**config.mk**
```make
export PLATFORM = sky130hd
export DESIGN_NAME = mult_sched
export DESIGN_NICKNAME = d
export VERILOG_FILES = /design/src/rtl/mult_sched.sv
export SDC_FILE = /design/constraint.sdc
export NUM_CORES = 1
export LEC_CHECK = 0
export BUFFER_PORTS_ARGS = -buffer_cell sky130_fd_sc_hd__buf_2
export CORE_MARGIN = 2
export CORE_UTILIZATION = 33
export CTS_BUF_LIST = sky130_fd_sc_hd__clkbuf_4 sky130_fd_sc_hd__clkbuf_8
export CTS_CLUSTER_DIAMETER = 200
export DETAILED_ROUTE_END_ITERATION = 12
export SETUP_SLACK_MARGIN = 0.4
export SLEW_MARGIN = 40
export SYNTH_ARGS = -nofsm -noshare
export SYNTH_HDL_FRONTEND = slang
export SYNTH_SLANG_ARGS = --single-unit
```
**constraint.sdc**
```tcl
create_clock -name clk -period 6.9 [get_ports clk]
set_clock_uncertainty 0.2 [all_clocks]
set_input_delay 0 -clock clk [delete_from_list [all_inputs] [get_ports clk]]
set_output_delay 0 -clock clk [all_outputs]
set_load 0.03 [all_outputs]
```
**src/rtl/mult_sched.sv**
```systemverilog
// mult_sched: round-robin scheduler that shares one pipelined multiplier between NREQ requesters.
// Products return in issue order through a credit-protected FIFO; define MULT_SCHED_PERF_EN for perf counters.
module mult_sched #(
    parameter int WIDTH      = 32,
    parameter int NREQ       = 4,
    parameter int MUL_LAT    = 33,
    parameter int FIFO_DEPTH = 8,
    parameter int ID_W       = $clog2(NREQ)
) (
    input  logic                    clk,
    input  logic                    rst_n,
    input  logic [NREQ-1:0]         req_valid,
    input  logic [NREQ*WIDTH-1:0]   req_a,
    input  logic [NREQ*WIDTH-1:0]   req_b,
    output logic [NREQ-1:0]         req_ready,
    output logic [WIDTH-1:0]        mul_a,
    output logic [WIDTH-1:0]        mul_b,
    input  logic [2*WIDTH-1:0]      mul_y,
    output logic                    rsp_valid,
    input  logic                    rsp_ready,
    output logic [2*WIDTH-1:0]      rsp_data,
    output logic [ID_W-1:0]         rsp_id
`ifdef MULT_SCHED_PERF_EN
    ,
    input  logic                    perf_clr,
    output logic [31:0]             perf_issued,
    output logic [31:0]             perf_stall
`endif
);
    localparam int PW = (FIFO_DEPTH > 1) ? $clog2(FIFO_DEPTH) : 1;
    localparam int CW = $clog2(FIFO_DEPTH + 1);

    logic [ID_W-1:0]    rr_ptr;
    logic [ID_W-1:0]    grant;
    logic               found;
    logic               issue;
    logic               push;
    logic               pop;
    logic [CW-1:0]      credit;
    logic [WIDTH-1:0]   last_a;
    logic [WIDTH-1:0]   last_b;

    logic [MUL_LAT-1:0] tag_v;
    logic [ID_W-1:0]    tag_id [MUL_LAT];

    logic [2*WIDTH-1:0] mem_data [FIFO_DEPTH];
    logic [ID_W-1:0]    mem_id   [FIFO_DEPTH];
    logic [PW-1:0]      wr_ptr;
    logic [PW-1:0]      rd_ptr;
    logic [CW-1:0]      count;

    // First asserted request at or after the pointer wins, wrapping modulo NREQ.
    always_comb begin
        int idx;
        found = 1'b0;
        grant = '0;
        idx   = 0;
        for (int k = 0; k < NREQ; k++) begin
            idx = int'(rr_ptr) + k;
            if (idx >= NREQ) idx = idx - NREQ;
            if (!found && req_valid[idx]) begin
                found = 1'b1;
                grant = ID_W'(idx);
            end
        end
    end

    assign issue     = found && (credit != '0);
    assign req_ready = issue ? (NREQ'(1) << grant) : '0;
    assign mul_a     = issue ? req_a[int'(grant)*WIDTH +: WIDTH] : last_a;
    assign mul_b     = issue ? req_b[int'(grant)*WIDTH +: WIDTH] : last_b;

    assign push      = tag_v[MUL_LAT-1];
    assign rsp_valid = (count != '0);
    assign pop       = rsp_valid && rsp_ready;
    assign rsp_data  = mem_data[rd_ptr];
    assign rsp_id    = mem_id[rd_ptr];

    always_ff @(posedge clk or negedge rst_n) begin
        if (!rst_n) begin
            rr_ptr <= '0;
            last_a <= '0;
            last_b <= '0;
        end else if (issue) begin
            rr_ptr <= (int'(grant) == NREQ - 1) ? '0 : grant + 1'b1;
            last_a <= mul_a;
            last_b <= mul_b;
        end
    end

    // Credit covers both in-flight operations and FIFO occupancy, so the FIFO cannot overflow.
    always_ff @(posedge clk or negedge rst_n) begin
        if (!rst_n) begin
            credit <= CW'(FIFO_DEPTH);
        end else begin
            case ({issue, pop})
                2'b10:   credit <= credit - 1'b1;
                2'b01:   credit <= credit + 1'b1;
                default: credit <= credit;
            endcase
        end
    end

    always_ff @(posedge clk or negedge rst_n) begin
        if (!rst_n) begin
            tag_v <= '0;
        end else begin
            tag_v[0] <= issue;
            for (int k = 1; k < MUL_LAT; k++) tag_v[k] <= tag_v[k-1];
        end
    end

    always_ff @(posedge clk) begin
        tag_id[0] <= grant;
        for (int k = 1; k < MUL_LAT; k++) tag_id[k] <= tag_id[k-1];
    end

    always_ff @(posedge clk or negedge rst_n) begin
        if (!rst_n) begin
            wr_ptr <= '0;
            rd_ptr <= '0;
            count  <= '0;
            for (int k = 0; k < FIFO_DEPTH; k++) begin
                mem_data[k] <= '0;
                mem_id[k]   <= '0;
            end
        end else begin
            if (push) begin
                mem_data[wr_ptr] <= mul_y;
                mem_id[wr_ptr]   <= tag_id[MUL_LAT-1];
                wr_ptr           <= wr_ptr + 1'b1;
            end
            if (pop) rd_ptr <= rd_ptr + 1'b1;
            case ({push, pop})
                2'b10:   count <= count + 1'b1;
                2'b01:   count <= count - 1'b1;
                default: count <= count;
            endcase
        end
    end

`ifdef MULT_SCHED_PERF_EN
    always_ff @(posedge clk or negedge rst_n) begin
        if (!rst_n) begin
            perf_issued <= '0;
            perf_stall  <= '0;
        end else if (perf_clr) begin
            perf_issued <= '0;
            perf_stall  <= '0;
        end else begin
            if (issue && (perf_issued != '1)) perf_issued <= perf_issued + 1'b1;
            if ((|req_valid) && (credit == '0) && (perf_stall != '1)) perf_stall <= perf_stall + 1'b1;
        end
    end
`endif

endmodule

```
==> results.py, run 1 <==
metrics = {
    "clock_network": {
        "clkSinkCount": 707,
        "cts_made_buffers": 121,
        "cts_root_buf": "clkbuf_8",
        "postCtsSetupRepairBufs": 0,
        "path_clk_slew_ns": 0.05,
        "htree_num_levels": 3,
        "cts_resized": 0,
        "clockBufferDepth": 3,
        "clock_latency_ns": 0.74,
        "cts_tree": "yes",
    },
    "die": {
        "io_pins": 462,
        "dieArea_sq_mm": 0.0976,
        "start_util_pct": 33.2,
        "core_area_sq_mm": 0.0946,
        "fp.dieW_microns": 312,
        "fp-row-count": 113,
        "fp.dieH_microns": 312,
    },
    "final_layout": {
        "area_growth_pct": 36.6,
        "finalNonFillerCells": 4369,
        "final_util_pct": 45.3,
        "layout-drive-gt1-share_pct": 46.3,
        "nFillCells": 8167,
        "design_area_sq_mm": 0.0428,
        "multi_input_area_sq_mm": 0.0130,
        "regArea_sq_mm": 0.0174,
        "fin_nets": 3329,
    },
    "power_and_ir_drop": {
        "p_leak_uw": 0.0186,
        "ir_drop_mv": 0.299,
        "p_per_area_mw_per_mm2": 514,
        "total_power_uw": 22000,
    },
    "worst_setup_path": {
        "required_ns": 6.70,
        "cp.arrival_ns": 4.69,
        "reg2reg_slack_ns": 2.65,
        "end_kind": "output pin",
        "cp_top_family": "buffers and inverters",
        "cpPeakStageDelay_ns": 0.70,
        "crit_chain": "dlygate4sd3_1 > buf_2 > dlygate4sd3_1 > nor2_1 > dlygate4sd3_1 > a21o_2 > buf_4 > inv_2 > nand2_4 > buf_4 > o221ai_1 > buf_2",
        "cp_max_fo": 72,
        "cpMaxStageDelayCell": "buf_4",
        "path_buf_inv": 8,
        "startpoint_type": "input pin",
        "crit_top_cell": "dlygate4sd3_1",
        "worstSetupPathType": "input pin to output pin",
    },
    "placed_design": {
        "port_buffers": 461,
        "place_inst": 3606,
        "globalplace.congestion": 0.888,
        "dp_hpwl_microns": 51100,
        "dpl_cell_area_sq_mm": 0.0348,
    },
    "route": {
        "drtPass1Iterations": 5,
        "viasPerCell": 4.99,
        "drc": 0,
        "drt-total-wl_microns": 87800,
        "drt_iter0_markers": 1195,
        "antenna_left": 0,
        "wire_per_inst_microns": 20.1,
        "vias": 21800,
    },
    "global_route": {
        "grt_util_all_layers_pct": 18.0,
        "grt.overflow.total": 0,
        "grt_pass1_wl_microns": 138000,
        "grt_max_degree": 163,
        "grt_pass1_vias": 24500,
        "antenna_found_initial": 14,
    },
    "timing": {
        "finalSetupTns_ns": 0,
        "period_needed_ns": 4.89,
        "max_freq_mhz": 205,
        "hold_viol_final": 0,
        "finalCritPeriodShare_pct": 70.8,
        "slew_headroom_pct": 41.8,
        "worst_slew_pin_slew_ns": 0.873,
        "setup_viol": 0,
        "rsz0062_at_grt": "no",
        "final_max_slew_viol_count": 0,
    },
    "logic_synthesis": {
        "yosysWarnings": 0,
        "syn_area_sq_mm": 0.0314,
        "syn_area_per_cell_sq_um": 15.8,
        "async_flop_share_pct": 90.7,
        "synthCells": 1990,
        "yosysSeqAreaShare_pct": 55.3,
        "synth_top_area_share_pct": 51.0,
        "synth_edf_count": 0,
        "synth.distinct_cells": 44,
        "ys_ff_latch": 707,
        "synth_top_cell_by_area": "dfrtp_1",
        "ys_top_cells_by_area": "dfrtp_1 51%, mux2_2 20%, mux4_2 9.5%",
        "syn_nets": 2331,
        "synth_flop_cell": "dfrtp_1",
    },
    "outcome": {
        "status": "finished clean",
    },
    "hold_path": {
        "holdCritPathClass": "input pin to register",
    },
    "run": {
        "maxCapViolCount": 0,
    },
}
==> final timing paths <==
check                               from            end  cells past startpoint
max                         req_valid[3]      mul_a[19]                     12
min reg2reg                tag_id[0][21]  tag_id[0][23]                      0
max in group asynchronous          rst_n     last_a[26]                      6
min in group asynchronous          rst_n  mem_data[427]                      4
min                            req_a[71]      last_a[7]                      4
max reg2reg                    credit[0]      last_a[0]                      8
==> synth_stat cells (3+ instances only) <==
cell      number
dfrtp_1      640
mux2_2       555
mux4_2       132
mux2i_1      129
o221ai_1     128
buf_2         79
nand2_1       76
dfxtp_1       66
mux2_1        42
clkbuf_1      25
buf_4         14
buf_6         12
ha_1          12
buf_12        11
inv_1          8
xnor2_1        8
a21o_1         4
and2_1         4
nor2_1         4
xor2_1         4
a21oi_1        3
bufbuf_8       3
nand4b_1       3
o21ai_0        3
==> placed cells by master, fill, tap and decap left out, drive strengths merged <==
master       instances
a21oi                4
nor3b                2
dfxtp               66
xnor2                8
nor3                 2
a21o                 4
mux2               597
o21a                 1
diode               12
a21boi               1
nor2                 4
dlygate4sd3        519
nor4                 1
dfstp                1
o21bai               1
bufinv               5
nor2b                3
nand2b               1
clkinvlp             3
dfrtp              640
nand4                1
mux2i              129
ha                  12
nand2               76
clkbuf             190
nand4b               3
buf                502
o21ai                4
o221ai             129
xor2                 4
fa                   2
inv                 11
or4                  1
o31ai                1
mux4               132
clkinv              28
and2                 4
==> metrics by stage <==
step | hold slack, ns | worst slack, ns
final | 0.0943 | 2.01
after global routing | 0.0377 | 1.78
after CTS | 0.00493 | 2.13
after detailed placement | -0.111 | 3.30
after global placement | -0.137 | 3.47
after floorplan | -0.496 | 4.08
==> kinds of logic (layout without fill, tap and decap cells) <==
family / after synthesis / after routing / share of synthesized area, %
compound gates: 145 / 145 / 3.95
other cells: 0 / 12 / 0
mux: 858 / 858 / 35.0
flops: 707 / 707 / 55.3
simple gates: 98 / 98 / 1.40
fa+ha+maj: 14 / 14 / 0.606
xor+xnor: 12 / 12 / 0.335
buf+inv: 156 / 1258 / 3.35
==> power by group <==
group          internal [uW]  switching (uW)
Clock                   2390            1740
Combinational           5350            5290
Sequential              6240            1020
==> worst min-delay path, delay by kind of cell <==
kind	cells	cell delay, ns
AOI/OAI and AO/OA	1	0.20
muxes	1	0.15
buffers and inverters	2	0.65
==> state kept, by name, summed over array words and instances, names as in the netlist <==
| name | count |
|---|---|
| mem_id | 16 |
| tag_v | 33 |
| last_a | 32 |
| mem_data | 512 |
| rr_ptr | 2 |
| rd_ptr | 3 |
| wr_ptr | 3 |
| tag_id | 66 |
| count | 4 |
| last_b | 32 |
| credit | 4 |
==> per-layer routing <==
metal | up-vias | track usage, % | routed length [microns]
met1 | 11300 | 21.0 | 35200
met5 | - | 0 | 26
met3 | 214 | 3.63 | 4470
met4 | 4 | 8.61 | 3750
met2 | 722 | 31.5 | 44300
li1 | 9577 | - | -
==> layout make-up <==
| type | count | area share, % |
|---|---|---|
| clock inverter | 37 | 0.756 |
| sequential | 707 | 40.5 |
| tap | 1265 | 3.69 |
| inverter | 10 | 0.0876 |
| multi-input combinational | 1127 | 30.4 |
| timing repair buffer | 1021 | 18.9 |
| clock buffer | 190 | 5.58 |
| antenna | 12 | 0.0701 |
==> repair_timing <==
item | 4_1_cts | 5_1_grt
endpoints found under the hold margin | 1080 | 1
endpoints found under the setup margin | 0 | 0
hold buffers | 519 | 1
Power figures use the tool's default switching activity.
==> inputs of run 2 (changes only) <==
--- a/config.mk
+++ b/config.mk
@@ -5,6 +5,7 @@
 export SDC_FILE = /design/constraint.sdc
 export NUM_CORES = 1
 export LEC_CHECK = 0
+export ABC_AREA = 1
 export BUFFER_PORTS_ARGS = -buffer_cell sky130_fd_sc_hd__buf_2
 export CORE_MARGIN = 2
 export CORE_UTILIZATION = 33
==> constraint.sdc (replaced) <==
create_clock -name clk -period 4.5 [get_ports clk]
set_clock_uncertainty 0.2 [all_clocks]
set_input_delay 0 -clock clk [delete_from_list [all_inputs] [get_ports clk]]
set_output_delay 0 -clock clk [all_outputs]
set_load 0.03 [all_outputs]
==> run 2 against run 1 <==
Via count grew 40%. Worst hold slack lost 0.044 ns. Global-route usage grew 1.9 points. Cell count grew 43%. Count of clock-buffer cells in the layout grew 15.
==> results.py, run 2 <==
metrics = {
    "outcome": {
        "status": "finished clean",
    },
    "worst_setup_path": {
        "path_buf_inv": 5,
        "reg2reg_depth": 15,
        "crit_chain": "inv_4 > nand2_1 > nand2_2 > nand2_1 > inv_2 > nor2_1 > nand3_4 > buf_16 > nand4_1 > nand3_1 > nand2_1 > nand2_1 > dlygate4sd3_1 > nand2_1 > dlygate4sd3_1",
        "required_ns": 4.95,
        "crit_top_cell": "nand2_1",
        "startpoint_type": "register",
        "reg2reg_slack_ns": 0.48,
        "cp_max_fo": 127,
        "cp.arrival_ns": 4.46,
        "cpPeakStageDelay_ns": 0.55,
        "cpMaxStageDelayCell": "dlygate4sd3_1",
        "worstSetupPathType": "register to register",
        "end_kind": "register",
        "reg2reg_from": "rr_ptr[0]",
        "cp_top_family": "buffers and inverters",
        "reg2reg_to": "last_a[10]",
    },
    "logic_synthesis": {
        "synthCells": 4106,
        "synth_top_cell_by_area": "dfrtp_1",
        "syn_nets": 4447,
        "synth_top_area_share_pct": 49.2,
        "yosysSeqAreaShare_pct": 53.3,
        "post-synth-top-count-cell": "nand2_1",
        "ys_top_cells_by_area": "dfrtp_1 49%, nand2_1 13%, o21ai_0 10%",
        "synthTopCellsByCount": "1,105 x nand2_1, 667 x o21ai_0, 640 x dfrtp_1",
        "syn_area_sq_mm": 0.0326,
        "synth_edf_count": 0,
        "ys_ff_latch": 707,
        "yosysWarnings": 0,
        "async_flop_share_pct": 90.7,
        "synth.distinct_cells": 31,
        "synth_flop_cell": "dfrtp_1",
        "syn_area_per_cell_sq_um": 7.93,
    },
    "clock_network": {
        "cts_tree": "yes",
        "path_clk_slew_ns": 0.06,
        "postCtsSetupRepairBufs": 0,
        "cts_made_buffers": 130,
        "clock_latency_ns": 0.76,
        "clockBufferDepth": 3,
        "clkSinkCount": 707,
        "htree_num_levels": 4,
        "cts_root_buf": "clkbuf_8",
    },
    "die": {
        "fp-row-count": 115,
        "dieArea_sq_mm": 0.101,
        "start_util_pct": 33.2,
        "fp.dieW_microns": 318,
        "io_pins": 462,
        "core_area_sq_mm": 0.0981,
        "fp.dieH_microns": 318,
    },
    "route": {
        "vias": 30600,
        "viasPerCell": 4.89,
        "wire_per_inst_microns": 16.5,
        "drt_iter0_markers": 2034,
        "antenna_left": 0,
        "drtPass1Iterations": 7,
        "drt-total-wl_microns": 103000,
        "drc": 0,
    },
    "run": {
        "maxCapViolCount": 0,
    },
    "hold_path": {
        "holdCritPathClass": "input pin to register",
        "hold_end": "mem_data[179]",
        "hp-start": "mul_y[51]",
        "whs_path_depth": 4,
    },
    "timing": {
        "worst_slew_pin_slew_ns": 0.863,
        "finalCritPeriodShare_pct": 89.2,
        "hold_viol_final": 0,
        "setup_viol": 0,
        "period_needed_ns": 4.02,
        "finalSetupTns_ns": 0,
        "max_freq_mhz": 249,
        "slew_headroom_pct": 42.5,
        "final_max_slew_viol_count": 0,
        "rsz0062_at_grt": "yes",
    },
    "final_layout": {
        "top_register": "mem_data",
        "layout-drive-gt1-share_pct": 15.7,
        "largest_reg_flops": 512,
        "area_growth_pct": 32.0,
        "fin_nets": 5198,
        "nFillCells": 9849,
        "layout_common_cells": "1,097 x nand2_1, 667 x o21ai_0, 636 x dfrtp_1",
        "final_common_cell": "nand2_1",
        "top_regs": "mem_data x512, tag_id x66, tag_v x33",
    },
    "global_route": {
        "grt_util_all_layers_pct": 19.9,
        "grt_pass1_vias": 30600,
        "grt_util_met3_pct": 4.50,
        "busiest_layer": "met2",
        "grtUsageMet1_pct": 24.9,
        "grt_max_degree": 196,
        "met2_usage_pct": 32.5,
        "antenna_found_initial": 21,
        "grt.overflow.total": 0,
        "grt_pass1_wl_microns": 163000,
    },
    "placed_design": {
        "port_buffers": 461,
        "globalplace.congestion": 0.914,
        "dp_hpwl_microns": 59700,
    },
}
==> run 2: worst register-to-register path, cell delays in order (launching register included) <==
cell	delay (ns)
dfrtp_2	0.49
inv_4	0.15
nand2_1	0.08
nand2_2	0.11
nand2_1	0.09
inv_2	0.06
nor2_1	0.06
nand3_4	0.22
buf_16	0.36
nand4_1	0.57
nand3_1	0.19
nand2_1	0.08
nand2_1	0.08
dlygate4sd3_1	0.55
nand2_1	0.05
dlygate4sd3_1	0.55
==> run 2: repair_timing <==
action | in CTS | in global routing
hold buffers | 394 | 0
endpoints found under the setup margin | 0 | 117
endpoints found under the hold margin | 1230 | 0
gates resized for setup | 0 | 7
==> run 2: worst max path at each step <==
stage | endpoint | start | cells past startpoint | slack, ns
2_1_floorplan | credit[3] | rr_ptr[0] | 17 | 1.53
3_3_place_gp | mul_a[6] | rr_ptr[0] | 15 | 1.38
3_5_place_dp | mul_a[6] | rr_ptr[0] | 15 | 1.37
4_1_cts | last_b[28] | rr_ptr[0] | 16 | 0.41
5_1_grt | last_b[6] | rr_ptr[0] | 15 | 0.34
6_report | last_a[10] | rr_ptr[0] | 15 | 0.48
==> run 2: area by class of cell <==
type	instances	area, sq um	area share, %
Multi-Input combinational cell	2685	12500	29.1
Inverter	417	1580	3.67
Clock inverter	24	210	0.489
Clock buffer	205	2580	6.00
Tap cell	1287	1610	3.75
Timing Repair Buffer	916	7070	16.5
Sequential cell	707	17400	40.4
Antenna cell	15	37.5	0.0873
==> run 2: logic make-up (layout without fill, tap and decap cells) <==
group,Yosys count,in the layout,share of synthesized area (%)
compound gates,868,868,14.9
xor+xnor,10,10,0.269
fa+ha+maj,14,14,0.584
buf+inv,716,1562,8.68
flops,707,707,53.3
other cells,0,15,0
simple gates,1791,1793,22.3
==> run 2: metal layers <==
metal	routed length [microns]	part of all wire, %
met3	5950	5.8
met4	4690	4.5
met1	44700	43
met5	80	0.077
met2	47900	46
==> run 2: metrics by stage <==
stage               instance area [sq um]  setup WS [ns]  utilization (%)  instances  hold WS, ns
floorplan                           32600           1.53                -       4106       -0.496
global placement                    36000           1.38             36.7       5610      -0.0736
detailed placement                  36100           1.37             36.7       5613       -0.187
CTS                                 42800          0.412             43.6       6236      0.00155
global route                        43000          0.340             43.8       6254       0.0486
finish                              43000          0.485             43.8       6256       0.0501
Power of run 2 is left out: the tool's default activity adds up to more than one toggle a clock period on the data nets, which glitch-free logic cannot reach.
